$ cat src/rtl/dtree_pkg.sv
// Shared types and sizing for the sequential decision-tree engine.
// Optional out_depth port is enabled by DTREE_PATH_LEN_EN in dtree_seq_engine.
package dtree_pkg;

   localparam int unsigned N_FEAT    = 5;
   localparam int unsigned FEAT_W    = 8;
   localparam int unsigned CLASS_W   = 5;
   localparam int unsigned N_NODES   = 32;
   localparam int unsigned MAX_DEPTH = 16;

   // Index width that stays at least one bit for degenerate sizes
   function automatic int unsigned idx_w(input int unsigned n);
      return (n <= 1) ? 1 : $clog2(n);
   endfunction

   localparam int unsigned FIDX_W  = idx_w(N_FEAT);
   localparam int unsigned PREC_W  = idx_w(FEAT_W);
   localparam int unsigned ADDR_W  = idx_w(N_NODES);
   localparam int unsigned DEPTH_W = idx_w(MAX_DEPTH + 1);

   typedef struct packed {
      logic              leaf;
      logic [FIDX_W-1:0] feat;
      logic [PREC_W-1:0] prec;
      logic [FEAT_W-1:0] thr;
      logic [ADDR_W-1:0] left;
      logic [ADDR_W-1:0] right;
   } node_t;

   localparam int unsigned NODE_W = $bits(node_t);

   typedef enum logic [1:0] {
      ST_IDLE = 2'd0,
      ST_WALK = 2'd1,
      ST_DONE = 2'd2
   } state_t;

   localparam logic [CLASS_W-1:0] ERR_CLASS = '1;

endpackage

$ cat src/rtl/dtree_node_table.sv
// Node table register file: one write port, one combinational read port,
// cleared by reset.
module dtree_node_table
   import dtree_pkg::*;
(
   input  logic              clk,
   input  logic              rst,
   input  logic              i_we,
   input  logic [ADDR_W-1:0] i_waddr,
   input  node_t             i_wdata,
   input  logic [ADDR_W-1:0] i_raddr,
   output node_t             o_rdata
);

   node_t r_mem [N_NODES];

   always_ff @(posedge clk or posedge rst) begin
      if (rst) begin
         for (int i = 0; i < int'(N_NODES); i++) r_mem[i] <= '0;
      end else if (i_we && (32'(i_waddr) < N_NODES)) begin
         r_mem[i_waddr] <= i_wdata;
      end
   end

   assign o_rdata = (32'(i_raddr) < N_NODES) ? r_mem[i_raddr] : '0;

endmodule

$ cat src/rtl/dtree_seq_engine.sv
// Sequential decision-tree classifier: walks the node table one node per clock.
// Define DTREE_PATH_LEN_EN to add the out_depth path-length output.
module dtree_seq_engine
   import dtree_pkg::*;
(
   input  logic                     clk,
   input  logic                     rst,
   input  logic                     in_valid,
   output logic                     in_ready,
   input  logic [N_FEAT*FEAT_W-1:0] in_feat,
   output logic                     out_valid,
   input  logic                     out_ready,
   output logic [CLASS_W-1:0]       out_class,
   output logic                     out_err,
`ifdef DTREE_PATH_LEN_EN
   output logic [DEPTH_W-1:0]       out_depth,
`endif
   input  logic                     cfg_we,
   input  logic [ADDR_W-1:0]        cfg_addr,
   input  logic [NODE_W-1:0]        cfg_node,
   output logic                     cfg_ready
);

   localparam logic [DEPTH_W-1:0] DEPTH_MAX = DEPTH_W'(MAX_DEPTH);
   localparam logic [PREC_W-1:0]  TOP_BIT   = PREC_W'(FEAT_W - 1);

   state_t                   r_state;
   logic [ADDR_W-1:0]        r_node;
   logic [DEPTH_W-1:0]       r_depth;
   logic [N_FEAT*FEAT_W-1:0] r_feat;
   logic                     r_out_valid;
   logic [CLASS_W-1:0]       r_out_class;
   logic                     r_out_err;

   node_t                    w_node;
   logic [FEAT_W-1:0]        w_feats [N_FEAT];
   logic [FEAT_W-1:0]        w_feat;
   logic [PREC_W-1:0]        w_shift;
   logic [FEAT_W-1:0]        w_feat_msb;
   logic [FEAT_W-1:0]        w_thr_msb;
   logic                     w_go_left;
   logic                     w_node_oob;
   logic                     w_done;
   logic [CLASS_W-1:0]       w_res_class;
   logic                     w_res_err;

   assign in_ready  = (r_state == ST_IDLE);
   assign cfg_ready = (r_state == ST_IDLE);

   dtree_node_table u_table (
      .clk     (clk),
      .rst     (rst),
      .i_we    (cfg_we && cfg_ready),
      .i_waddr (cfg_addr),
      .i_wdata (node_t'(cfg_node)),
      .i_raddr (r_node),
      .o_rdata (w_node)
   );

   always_comb begin
      for (int i = 0; i < int'(N_FEAT); i++) w_feats[i] = r_feat[i*FEAT_W +: FEAT_W];
   end

   assign w_feat = (32'(w_node.feat) < N_FEAT) ? w_feats[w_node.feat] : '0;

   // Compare only the top prec+1 bits of the feature against the low bits of thr
   assign w_shift    = TOP_BIT - w_node.prec;
   assign w_feat_msb = w_feat >> w_shift;
   assign w_thr_msb  = w_node.thr & ({FEAT_W{1'b1}} >> w_shift);
   assign w_go_left  = (w_feat_msb <= w_thr_msb);

   assign w_node_oob = (32'(r_node) >= N_NODES);
   assign w_done     = w_node_oob || w_node.leaf || (r_depth == DEPTH_MAX);
   assign w_res_err  = w_node_oob || !w_node.leaf;
   assign w_res_class = w_res_err ? ERR_CLASS : w_node.thr[CLASS_W-1:0];

`ifdef DTREE_PATH_LEN_EN
   logic [DEPTH_W-1:0] r_out_depth;
   assign out_depth = r_out_depth;
`endif

   always_ff @(posedge clk or posedge rst) begin
      if (rst) begin
         r_state     <= ST_IDLE;
         r_node      <= '0;
         r_depth     <= '0;
         r_feat      <= '0;
         r_out_valid <= 1'b0;
         r_out_class <= '0;
         r_out_err   <= 1'b0;
`ifdef DTREE_PATH_LEN_EN
         r_out_depth <= '0;
`endif
      end else begin
         case (r_state)
            ST_IDLE: begin
               if (in_valid) begin
                  r_feat  <= in_feat;
                  r_node  <= '0;
                  r_depth <= '0;
                  r_state <= ST_WALK;
               end
            end
            ST_WALK: begin
               if (w_done) begin
                  r_out_class <= w_res_class;
                  r_out_err   <= w_res_err;
                  r_out_valid <= 1'b1;
`ifdef DTREE_PATH_LEN_EN
                  r_out_depth <= r_depth;
`endif
                  r_state     <= ST_DONE;
               end else begin
                  r_depth <= r_depth + DEPTH_W'(1);
                  r_node  <= w_go_left ? w_node.left : w_node.right;
               end
            end
            ST_DONE: begin
               if (out_ready) begin
                  r_out_valid <= 1'b0;
                  r_state     <= ST_IDLE;
               end
            end
            default: r_state <= ST_IDLE;
         endcase
      end
   end

   assign out_valid = r_out_valid;
   assign out_class = r_out_class;
   assign out_err   = r_out_err;

endmodule

$ cat config.mk
export PLATFORM = sky130hd
export DESIGN_NAME = dtree_seq_engine
export DESIGN_NICKNAME = d
export VERILOG_FILES = /design/src/rtl/dtree_pkg.sv /design/src/rtl/dtree_node_table.sv /design/src/rtl/dtree_seq_engine.sv
export SDC_FILE = /design/constraint.sdc
export NUM_CORES = 2
export LEC_CHECK = 0
export CORE_ASPECT_RATIO = 0.9
export CORE_MARGIN = 4
export CORE_UTILIZATION = 35
export CTS_CLUSTER_SIZE = 8
export DETAILED_ROUTE_END_ITERATION = 10
export SYNTH_ARGS = -nofsm -noshare
export SYNTH_HDL_FRONTEND = slang
export SYNTH_SLANG_ARGS = --single-unit
export TNS_END_PERCENT = 1
$ cat constraint.sdc
create_clock -name clk -period 41.4 [get_ports clk]
set_input_delay 8.28 -clock clk [delete_from_list [all_inputs] [get_ports clk]]
set_output_delay 8.28 -clock clk [all_outputs]
set_load 0.005 [all_outputs]
==> results.py <==
metrics = {
    "run_status": {
        "status": "finished clean",
    },
    "global_routing": {
        "grt.overflow.total": 0,
        "grt_first_pass_wirelength_um": 164000,
        "antenna_found_initial": 3,
        "gr-usage-all-layers_pct": 18.3,
        "grt_max_degree": 207,
        "grt_pass1_vias": 24954,
    },
    "clock_network": {
        "cts_buffers": 117,
        "max-clock-path-buffers": 3,
        "cts_tree": "yes",
        "h-tree-depth": 3,
        "cts_hold_buffers": 0,
        "clk_pin_slew_ps": 50,
        "insertion_delay_ps": 680,
        "clock_sinks": 859,
        "cts_root_buffer": "clkbuf_16",
        "post_cts_buffers": 0,
        "cts_resized": 0,
    },
    "worst_setup_path": {
        "start_kind": "primary input",
        "path_max_fanout": 123,
        "crit_buf_inv": 5,
        "r2r_slack_ps": 34380,
        "rr_endpoint": "r_node[2]",
        "worstPathCellList": "clkdlybuf4s50_1 -> inv_8 -> buf_4 -> buf_4 -> buf_4",
        "cp_common_cell": "buf_4",
        "crit_type": "in2async",
        "crit_slowest_cell": "buf_4",
        "ff2ff_path_depth": 19,
        "arrival_ps": 12190,
        "rr_startpoint": "r_node[0]",
        "slowest_delay_ps": 980,
        "endpoint_kind": "async pin",
        "cp_top_family": "buffers and inverters",
        "crit_required_ps": 42090,
    },
    "layout": {
        "final_net_count": 2660,
        "areaGrowthSynthToFinish_pct": 13.5,
        "drive_gt1_share_pct": 50.3,
        "fill_cells": 9953,
        "final_util_pct": 40.2,
    },
    "place": {
        "place_congestion": 0.795,
        "portBuffers": 83,
        "hpwlAfterDp_um": 62000,
    },
    "timing": {
        "clock_skew_ps": 35.7,
        "worstMarginPinSlew_ps": 1230,
        "layout_min_cycle_time_ps": 11500,
        "fmax_ghz": 0.0870,
        "fin_crit_sh_pct": 27.8,
        "setup_viol": 0,
        "slew_viol_final": 0,
        "relSlewSlack_pct": 17.6,
        "rsz0062_at_grt": "false",
        "setup_tns_ps": 0,
        "hold_violations": 0,
    },
    "synthesis": {
        "async_flop_share_pct": 100,
        "synth_seq_cells": 859,
        "synth_area_leaders": "dfrtp_1 54%, mux2_2 24%, mux4_2 12%",
        "synthesis.nets": 2633,
        "synthCells": 2548,
        "synth_edf_count": 0,
        "synth_cell_types": 75,
        "yosysSeqAreaShare_pct": 54.2,
        "synth_top_area_share_pct": 54.2,
        "yosys.area.top_type": "dfrtp_1",
        "syn_area_per_cell_um2": 15.6,
        "synth_ff_type": "dfrtp_1",
        "syn_area_mm2": 0.0397,
        "yosys_warnings": 0,
    },
    "die": {
        "floorplan.die.height_um": 327,
        "die_w_um": 363,
        "dieArea_mm2": 0.119,
        "start_util_pct": 35.5,
        "rows": 116,
        "coreArea_mm2": 0.112,
        "io_pins": 84,
    },
    "drt": {
        "routedWlPerCell_um": 26.5,
        "drt_iter0_markers": 1687,
        "dr.pass1.iters": 5,
        "vias_per_cell": 5.64,
        "postRouteAntennaNets": 0,
        "drt-total-wl_um": 108000,
        "vias": 22933,
        "remaining_drc_errors": 0,
    },
    "power": {
        "peakVddDrop_mv": 0.0466,
        "p_leak_uw": 0.0202,
        "power_density_mw_per_mm2": 60.5,
    },
    "run": {
        "drv_cap": 0,
    },
    "min_path": {
        "worstHoldEndpoint": "u_table.r_mem[514]",
        "hold_path_class": "reg2reg",
        "hold_start": "u_table.r_mem[514]",
        "min_path_cells": 1,
    },
}
==> power breakdown <==
| part | internal (uW) | switching [uW] | leakage, uW | total (uW) |
|---|---|---|---|---|
| logic | 364 | 317 | 0.00715 | 682 |
| registers | 1070 | 125 | 0.0115 | 1190 |
| clock network | 504 | 344 | 0.00152 | 847 |
==> metal layers <==
metal	global-route usage [%]	vias to the layer above	part of all wire [%]
met3	3.52	181	5.2
met1	25.2	12683	44
li1	-	9492	-
met5	0	-	0
met4	4.95	0	2.4
met2	29.6	577	48
==> synthesized netlist by cell type (5+ instances only) <==
cell type    n
a211oi_1     6
mux2i_1     52
ha_1        10
nor2b_1     15
nor3_1       5
mux4_2     218
or3_1        5
buf_1        9
o21ai_1      5
inv_1        9
nor2_1      42
nand3_1     33
a21oi_1     20
dfrtp_1    859
and4_1       5
buf_4       12
nand2b_1     7
nand2_1     58
a22oi_1     12
buf_2       36
nand4_1      8
buf_6        8
clkbuf_1   156
o21ai_0     17
mux2_2     843
==> layout by cell type (no fill, tap or decap), types with 12 or more instances in the layout <==
cell,netlist,layout
mux2i_1,52,52
a22oi_1,12,12
mux4_2,218,218
mux2_2,843,843
nand2_1,58,44
clkdlybuf4s50_1,0,83
nor2b_1,15,13
clkbuf_16,0,119
dfrtp_1,859,855
buf_4,12,46
nand2_2,0,14
nand3_1,33,33
nor2_1,42,28
o21ai_0,17,17
a21oi_1,20,20
nor2_4,0,14
==> flip-flops by register name, summed over array words and instances, names as in the netlist <==
signal / count
out_err: 1
r_feat: 40
u_table.r_mem: 800
r_state: 2
out_valid: 1
r_depth: 5
r_node: 5
out_class: 5
==> cell families after synthesis <==
family | after synthesis | synth area share [%]
compound gates | 107 | 1.99
xor+xnor | 3 | 0.0662
fa+ha+maj | 10 | 0.315
buf+inv | 235 | 2.71
flops | 859 | 54.2
mux | 1121 | 38.0
simple gates | 213 | 2.76
==> worst max-delay path by stage <==
stage               from                 end  cells past startpoint
finish               rst          r_feat[38]                      5
global route         rst          r_feat[37]                      5
CTS                  rst  u_table.r_mem[673]                      5
detailed placement   rst  u_table.r_mem[473]                      5
global placement     rst          r_feat[27]                      5
floorplan            rst        out_class[0]                      1
==> final cells by class <==
cell class	count	area, um^2	area share, %
sequential	859	21500	47.8
multi-input combinational	1454	17300	38.3
clock buffer	124	3010	6.68
tap	1475	1850	4.10
timing repair buffer	132	1240	2.75
clock inverter	6	104	0.231
inverter	11	48.8	0.108
antenna	3	7.51	0.0167
==> stage by stage <==
step	total power, uW	cells	instance area, um^2	worst slack (ps)	hold WS, ps
finish	2720	4064	45000	29900	496
global placement	1840	3931	41900	29200	480
floorplan	1680	2548	39700	8980	470
global route	2860	4061	45000	29270	502
detailed placement	1890	3931	41900	29030	488
CTS	2750	4061	45000	29730	499
Note: power is estimated with default switching activity, not from simulation.
